===== config.mk =====
export PLATFORM = sky130hd
export DESIGN_NAME = spi_3wire_master_flat
export DESIGN_NICKNAME = d
export VERILOG_FILES = /design/src/rtl/spi_3wire_master_pkg.sv /design/src/rtl/spi_3wire_master_if.sv /design/src/rtl/spi_3wire_master_timer.sv /design/src/rtl/spi_3wire_master.sv /design/src/flat_wrapper.sv
export SDC_FILE = /design/constraint.sdc
export NUM_CORES = 1
export LEC_CHECK = 0
export CAP_MARGIN = 30
export CORE_MARGIN = 5
export CORE_UTILIZATION = 35
export DETAILED_ROUTE_END_ITERATION = 8
export GPL_ROUTABILITY_DRIVEN = 0
export RECOVER_POWER = 100
export REMOVE_ABC_BUFFERS = 1
export SKIP_LAST_GASP = 1
export SLEW_MARGIN = 20
export SYNTH_ARGS = -nofsm -noshare
export SYNTH_HDL_FRONTEND = slang
export SYNTH_SLANG_ARGS = --single-unit
export TNS_END_PERCENT = 50

===== constraint.sdc =====
create_clock -name clk -period 2 [get_ports clk]
set_input_delay 0.3 -clock clk [delete_from_list [all_inputs] [get_ports clk]]
set_output_delay 0.3 -clock clk [all_outputs]
set_load 0.005 [all_outputs]

===== src/rtl/spi_3wire_master_pkg.sv =====
// Shared types and constants for the 3-wire SPI register protocol master.
package spi_3wire_pkg;

    typedef enum logic [2:0] {
        IDLE     = 3'd0,
        SETUP    = 3'd1,
        SHIFT_HI = 3'd2,
        SHIFT_LO = 3'd3,
        HOLD     = 3'd4,
        GAP      = 3'd5
    } state_e;

    localparam int   FRAME_BITS      = 16;
    localparam int   ADDR_BITS       = 7;
    localparam int   DATA_BITS       = 8;
    localparam logic RW_READ         = 1'b1;
    localparam logic RW_WRITE        = 1'b0;
    localparam int   DATA_OE_DROP_RD = 8;

    function automatic logic [FRAME_BITS-1:0] pack_frame(
        input logic                 rw,
        input logic [ADDR_BITS-1:0] addr,
        input logic [DATA_BITS-1:0] data
    );
        return {rw, addr, data};
    endfunction

endpackage


===== src/rtl/spi_3wire_master_if.sv =====
// Request/response and bus-side signals of the 3-wire SPI master.
// req_full exists only when SPI_MASTER_REQ_QUEUE_EN is defined.
interface spi_3wire_master_if;
    import spi_3wire_pkg::*;

    logic                 start;
    logic                 rw;
    logic [ADDR_BITS-1:0] addr;
    logic [DATA_BITS-1:0] wdata;
    logic                 busy;
    logic                 done;
    logic [DATA_BITS-1:0] rdata;
    logic                 sclk;
    logic                 ss_n;
    logic                 sdata_out;
    logic                 sdata_oe;
    logic                 sdata_in;
`ifdef SPI_MASTER_REQ_QUEUE_EN
    logic                 req_full;
`endif

    modport master (
`ifdef SPI_MASTER_REQ_QUEUE_EN
        output req_full,
`endif
        input  start, rw, addr, wdata, sdata_in,
        output busy, done, rdata, sclk, ss_n, sdata_out, sdata_oe
    );

    modport slave (
`ifdef SPI_MASTER_REQ_QUEUE_EN
        input  req_full,
`endif
        output start, rw, addr, wdata, sdata_in,
        input  busy, done, rdata, sclk, ss_n, sdata_out, sdata_oe
    );

endinterface


===== src/rtl/spi_3wire_master_timer.sv =====
// Free-running half-period timer: one-cycle tick every CLK_DIV cycles, held at zero by clr_i.
module spi_half_period_timer #(
    parameter int CLK_DIV = 4
) (
    input  logic clk,
    input  logic rst_n_sync,
    input  logic clr_i,
    output logic tick_o
);
    localparam logic [7:0] LAST = 8'(CLK_DIV - 1);

    logic [7:0] cnt_q;
    logic [7:0] cnt_d;

    // Next count: wrap on the last cycle of a half-period or when cleared.
    always_comb begin
        cnt_d = cnt_q;
        if (clr_i || (cnt_q == LAST)) begin
            cnt_d = 8'd0;
        end else begin
            cnt_d = cnt_q + 8'd1;
        end
    end

    // Counter register.
    always_ff @(posedge clk or negedge rst_n_sync) begin
        if (!rst_n_sync) begin
            cnt_q <= 8'd0;
        end else begin
            cnt_q <= cnt_d;
        end
    end

    assign tick_o = (cnt_q == LAST) && !clr_i;

endmodule


===== src/rtl/spi_3wire_master.sv =====
// 3-wire SPI master: serialises {rw, addr, data} frames, MSB first, at clk/(2*CLK_DIV).
// Optional one-entry request buffer: define SPI_MASTER_REQ_QUEUE_EN.
module spi_3wire_master
    import spi_3wire_pkg::*;
#(
    parameter int CLK_DIV    = 4,
    parameter int GAP_HALVES = 2
) (
    input  logic                clk,
    input  logic                rst_n_sync,
    spi_3wire_master_if.master  bus
);
    localparam logic [7:0] GAP_LAST = 8'(GAP_HALVES - 1);

    state_e                  state_q;
    logic [FRAME_BITS-1:0]   sr_q;
    logic                    rw_q;
    logic [3:0]              bit_q;
    logic [7:0]              gap_q;
    logic                    sclk_q;
    logic                    ss_n_q;
    logic                    oe_q;
    logic                    sout_q;
    logic                    busy_q;
    logic                    done_q;
    logic [DATA_BITS-1:0]    rdata_q;
    logic                    tick_s;
    logic                    gap_end_s;
    logic                    launch_s;
    logic [FRAME_BITS-1:0]   launch_frame_s;
`ifdef SPI_MASTER_REQ_QUEUE_EN
    logic [FRAME_BITS-1:0]   qreq_q;
    logic                    req_full_q;
`endif

    spi_half_period_timer #(.CLK_DIV(CLK_DIV)) u_timer (
        .clk        (clk),
        .rst_n_sync (rst_n_sync),
        .clr_i      (state_q == IDLE),
        .tick_o     (tick_s)
    );

    assign gap_end_s = (state_q == GAP) && tick_s && (gap_q == GAP_LAST);

    // Frame launch: a fresh start in IDLE, or the buffered request (which may chain straight out of GAP).
    always_comb begin
        launch_frame_s = pack_frame(bus.rw, bus.addr, bus.wdata);
`ifdef SPI_MASTER_REQ_QUEUE_EN
        if (req_full_q) begin
            launch_frame_s = qreq_q;
        end else begin
            launch_frame_s = pack_frame(bus.rw, bus.addr, bus.wdata);
        end
        if (state_q == IDLE) begin
            launch_s = req_full_q || bus.start;
        end else begin
            launch_s = gap_end_s && req_full_q;
        end
`else
        if (state_q == IDLE) begin
            launch_s = bus.start;
        end else begin
            launch_s = 1'b0;
        end
`endif
    end

    // Frame FSM with all bus-facing outputs registered.
    always_ff @(posedge clk or negedge rst_n_sync) begin
        if (!rst_n_sync) begin
            state_q <= IDLE;
            sr_q    <= 16'h0000;
            rw_q    <= 1'b0;
            bit_q   <= 4'd0;
            gap_q   <= 8'd0;
            sclk_q  <= 1'b0;
            ss_n_q  <= 1'b1;
            oe_q    <= 1'b0;
            sout_q  <= 1'b0;
            busy_q  <= 1'b0;
            done_q  <= 1'b0;
            rdata_q <= 8'h00;
`ifdef SPI_MASTER_REQ_QUEUE_EN
            qreq_q     <= 16'h0000;
            req_full_q <= 1'b0;
`endif
        end else begin
            done_q <= 1'b0;
`ifdef SPI_MASTER_REQ_QUEUE_EN
            if (bus.start && (state_q != IDLE) && !req_full_q) begin
                qreq_q     <= pack_frame(bus.rw, bus.addr, bus.wdata);
                req_full_q <= 1'b1;
            end else if (launch_s && req_full_q) begin
                req_full_q <= 1'b0;
            end
`endif
            if (launch_s) begin
                sr_q    <= launch_frame_s;
                rw_q    <= launch_frame_s[FRAME_BITS-1];
                sout_q  <= launch_frame_s[FRAME_BITS-1];
                oe_q    <= 1'b1;
                ss_n_q  <= 1'b0;
                busy_q  <= 1'b1;
                bit_q   <= 4'd0;
                gap_q   <= 8'd0;
                state_q <= SETUP;
            end else begin
                case (state_q)
                    IDLE: begin
                        busy_q <= 1'b0;
                    end
                    SETUP: begin
                        if (tick_s) begin
                            sclk_q  <= 1'b1;
                            state_q <= SHIFT_HI;
                        end
                    end
                    SHIFT_HI: begin
                        if (tick_s) begin
                            sclk_q <= 1'b0;
                            if (bit_q == 4'd15) begin
                                oe_q    <= 1'b0;
                                state_q <= HOLD;
                            end else begin
                                sr_q   <= {sr_q[FRAME_BITS-2:0], 1'b0};
                                sout_q <= sr_q[FRAME_BITS-2];
                                if ((rw_q == RW_READ) && (bit_q == 4'(DATA_OE_DROP_RD - 1))) begin
                                    oe_q <= 1'b0;
                                end
                                bit_q   <= bit_q + 4'd1;
                                state_q <= SHIFT_LO;
                            end
                        end
                    end
                    SHIFT_LO: begin
                        if (tick_s) begin
                            sclk_q <= 1'b1;
                            // Captured bits enter at bit 0 and ride the left shift up to [7:0].
                            if ((rw_q == RW_READ) && (bit_q >= 4'(DATA_OE_DROP_RD))) begin
                                sr_q[0] <= bus.sdata_in;
                            end
                            state_q <= SHIFT_HI;
                        end
                    end
                    HOLD: begin
                        if (tick_s) begin
                            ss_n_q <= 1'b1;
                            done_q <= 1'b1;
                            if (rw_q == RW_READ) begin
                                rdata_q <= sr_q[DATA_BITS-1:0];
                            end
                            state_q <= GAP;
                        end
                    end
                    GAP: begin
                        if (tick_s) begin
                            if (gap_q == GAP_LAST) begin
                                busy_q  <= 1'b0;
                                state_q <= IDLE;
                            end else begin
                                gap_q <= gap_q + 8'd1;
                            end
                        end
                    end
                    default: begin
                        state_q <= IDLE;
                    end
                endcase
            end
        end
    end

    assign bus.sclk      = sclk_q;
    assign bus.ss_n      = ss_n_q;
    assign bus.sdata_out = sout_q;
    assign bus.sdata_oe  = oe_q;
    assign bus.busy      = busy_q;
    assign bus.done      = done_q;
    assign bus.rdata     = rdata_q;
`ifdef SPI_MASTER_REQ_QUEUE_EN
    assign bus.req_full  = req_full_q;
`endif

endmodule


===== src/flat_wrapper.sv =====
// flat-port wrapper written by rule: the top's interface ports become plain ports
module spi_3wire_master_flat import spi_3wire_pkg::*;
#(
    parameter int CLK_DIV    = 4,
    parameter int GAP_HALVES = 2
)
  (clk, rst_n_sync, bus_start, bus_rw, bus_addr, bus_wdata, bus_sdata_in, bus_busy, bus_done, bus_rdata, bus_sclk, bus_ss_n, bus_sdata_out, bus_sdata_oe);
  spi_3wire_master_if bus_i ();
  input  logic clk;
  input  logic rst_n_sync;
  input wire logic [$bits(bus_i.start)-1:0] bus_start;
  input wire logic [$bits(bus_i.rw)-1:0] bus_rw;
  input wire logic [$bits(bus_i.addr)-1:0] bus_addr;
  input wire logic [$bits(bus_i.wdata)-1:0] bus_wdata;
  input wire logic [$bits(bus_i.sdata_in)-1:0] bus_sdata_in;
  output wire logic [$bits(bus_i.busy)-1:0] bus_busy;
  output wire logic [$bits(bus_i.done)-1:0] bus_done;
  output wire logic [$bits(bus_i.rdata)-1:0] bus_rdata;
  output wire logic [$bits(bus_i.sclk)-1:0] bus_sclk;
  output wire logic [$bits(bus_i.ss_n)-1:0] bus_ss_n;
  output wire logic [$bits(bus_i.sdata_out)-1:0] bus_sdata_out;
  output wire logic [$bits(bus_i.sdata_oe)-1:0] bus_sdata_oe;
  assign bus_i.start = bus_start;
  assign bus_i.rw = bus_rw;
  assign bus_i.addr = bus_addr;
  assign bus_i.wdata = bus_wdata;
  assign bus_i.sdata_in = bus_sdata_in;
  assign bus_busy = bus_i.busy;
  assign bus_done = bus_i.done;
  assign bus_rdata = bus_i.rdata;
  assign bus_sclk = bus_i.sclk;
  assign bus_ss_n = bus_i.ss_n;
  assign bus_sdata_out = bus_i.sdata_out;
  assign bus_sdata_oe = bus_i.sdata_oe;
  spi_3wire_master #(.CLK_DIV(CLK_DIV), .GAP_HALVES(GAP_HALVES)) u_core (.clk(clk), .rst_n_sync(rst_n_sync), .bus(bus_i));
endmodule

==> metrics.txt <==
Crit Reg-Reg Startpoint=u_core.u_timer.cnt_q[2]$_DFF_PN0_; fin. max-slew vios=0; CTS tree=done; DP Area=3160 um2; worst min path class=flop to flop; switching share of power=about a fifth; via count=2079; Leak=1.48 nW; Seq/Total Area, Yosys=between 50% and 60%; clock sinks=53; metal3 WL=~260 um; share of layout cells above drive strength 1=12.9%; RR Endpoint=u_core.bus.rdata[1]$_DFFE_PN0P_; PwrDens=575 nW/um2; f_max=0.522 GHz; post-route setup TNS=0 ns; crit-path max FO=8; top cells by count, synth=dfrtp_1, nand2_1, nor2_1, a21oi_1; vias in the first global route=2109; CTS root buffer=clkbuf_8; TritonCTS buffer count=5; synthesis-stage register bit count=between 50 and 60; PortBufs=33; CP Launch Type=flop; worst path buffer plus inverter count=0; Max transition margin=24.1%; Async SR Flop Fraction=100%; WHS=0.504 ns; Synth cell types=48; io pins=34; worst vdd ir=0.292 mV; critical path launch point=u_core.u_timer.cnt_q[2]$_DFF_PN0_; Hold Fails Final Rpt=0; CP max stage cell=or4_4; die area=9400 um2; unrepaired setup endpoints after global routing=no; crit path to=u_core.bus.rdata[1]$_DFFE_PN0P_; Post-CTS Resized=0; clock share of power=39.6%; CP peak stage delay=between 0.6 and 0.7 ns; initial antenna violation count=0; first-pass GRT wire length=a little under 10000 um; CP endpoint kind=flop; Synth top area share=49.2%; CP Data Required Time=2.20 ns; Logic pwr share=3.3%; Synth area leaders=dfrtp_1, nand2_1, mux2_4; delay-heaviest family, CP=simple AND/OR/NAND/NOR gates; M1 WL=2680 um; final worst slack=0.0829 ns; Max-Cap Viols=0; die width=96.9 um; Slew @ Worst Pin=1.14 ns; CP arrival=approximately 2.1 ns; Post-Layout Cell Count=a little over 400; prevailing post-synth register cell=dfrtp_1; Starting DRT DRC Count=75; Final Skew=between 0.008 and 0.009 ns; Setup CP Type=flop to flop; cell count after synthesis=267; placed wire-length estimate=4060 um; # rows=31; drt total wl=5570 um; Internal=1.48 mW; wire length on met2=2570 um; clock buffer depth=2; shortest period the worst path allows=1.92 ns; clk_lat worst skew=roughly 0.31 ns; ordered list of cells on the worst path=or4_4, nor2_8, nand4_4, mux2_4; core area=7290 um2; starting density of the core=about 36%; wire per inst=13.6 um; vias per inst=5.07; gr usage total=12.3%; # DRC=0; Pre-antenna DRT Iters=5; remaining global-route overflow=0; CTS clk-pin slew, worst paths=0.10 ns; total power=1.88 mW; synthesized area=2650 um2; antenna diode count=0; reg2reg path depth=4; area grow syn2layout=23.5%; Post-synth EDFFs=0; synth warn=0; highest routed layer=met4; Final Cycle Share=95.9%; pre-CTS WS=about 0.08 ns; Die H=96.9 um; placed instance count=401; post-route cell area=3270 um2; NumNets Final=335; outcome=finished clean; H-tree levels=2; top-count cell post-synth=dfrtp_1; antenna viol nets, final=0; # setup viols final=0; flop2flop setup slack=0.08 ns; Layout Utilization=44.8%; fillcell total=730; post-CTS setup buffer count=0; stages on the worst setup path=4; Psw=0.396 mW; Flop pwr share=57.1%; syn avg cell area=9.91 um2; largest net degree at the start of global routing=34; post-synth top area cell=dfrtp_1
[metal layers]
metal | vias to the layer above | track usage, %
met2 | 52 | 19.6
met4 | 0 | 4.86
met5 | - | 0
li1 | 1025 | -
met3 | 4 | 2.66
met1 | 998 | 16.4
[power by group through the flow]
stage	clock (mW)	combinational, mW	sequential (mW)
after global routing	0.800	0.0710	1.07
after detailed placement	0	0.0662	1.09
after floorplan	0	0.00171	1.09
after CTS	0.765	0.0680	1.07
after global placement	0	0.0666	1.09
final	0.743	0.0626	1.07
[what timing repair did]
item                       4_1_cts  5_1_grt
hold buffers                     1        0
hold endpoints to repair        20        0
setup endpoints to repair        0        0
[cell families (layout without fill, tap and decap cells)]
kind of cell	count (synthesis)	count (layout)	synth area share (%)
buffers and inverters	20	64	3.17
adders and majority gates	5	5	2.37
DFF	53	53	50.2
muxes	10	10	5.30
and+or+nand+nor	119	119	23.0
xor gates and xnor gates	8	8	2.65
AOI/OAI and AO/OA	52	52	13.3
[layout make-up]
class	count	area, um2	share of cell area (%)
clock inverters	3	46.3	1.42
flip-flops and latches	53	1330	40.7
repair buffers	49	439	13.4
well taps	99	124	3.79
clock buffers	5	68.8	2.11
inverters	7	26.3	0.805
multi-input cells	194	1230	37.8
[registers in the layout, summed over array words and instances (netlist names)]
signal	count
u_core.bus.ss_n	1
u_core.bus.sdata_out	1
u_core.bit_q	4
u_core.u_timer.cnt_q	8
u_core.gap_q	8
u_core.bus.sdata_oe	1
u_core.bus.busy	1
u_core.bus.rdata	8
u_core.bus.done	1
u_core.sr_q	15
u_core.bus.sclk	1
u_core.state_q	3
u_core.rw_q	1
[worst min path at each step]
stage | start | cells past startpoint | slack (ns) | to
2_1_floorplan | rst_n_sync | 0 | 0.004 | u_core.bit_q[0]$_DFFE_PN0P_
3_3_place_gp | rst_n_sync | 1 | 0.30 | u_core.gap_q[4]$_DFFE_PN0P_
3_5_place_dp | rst_n_sync | 1 | 0.31 | u_core.gap_q[3]$_DFFE_PN0P_
4_1_cts | rst_n_sync | 2 | 0.52 | u_core.gap_q[1]$_DFFE_PN0P_
5_1_grt | u_core.bus.rdata[3]$_DFFE_PN0P_ | 1 | 0.53 | u_core.bus.rdata[3]$_DFFE_PN0P_
6_report | u_core.bus.sclk$_DFFE_PN0P_ | 1 | 0.50 | u_core.bus.sclk$_DFFE_PN0P_
[cells in the final DEF (no fill, tap or decap), types with 8 or more instances in the layout]
cell,synthesis,routed
a21oi_1,16,16
a31oi_1,12,12
dlygate4sd3_1,0,15
nand2_1,45,45
nand3_1,12,12
buf_4,1,10
dfrtp_1,52,52
nor2_1,27,27
mux2_4,8,8
clkdlybuf4s50_1,0,18
No activity file was read; power rests on OpenSTA's default activity.
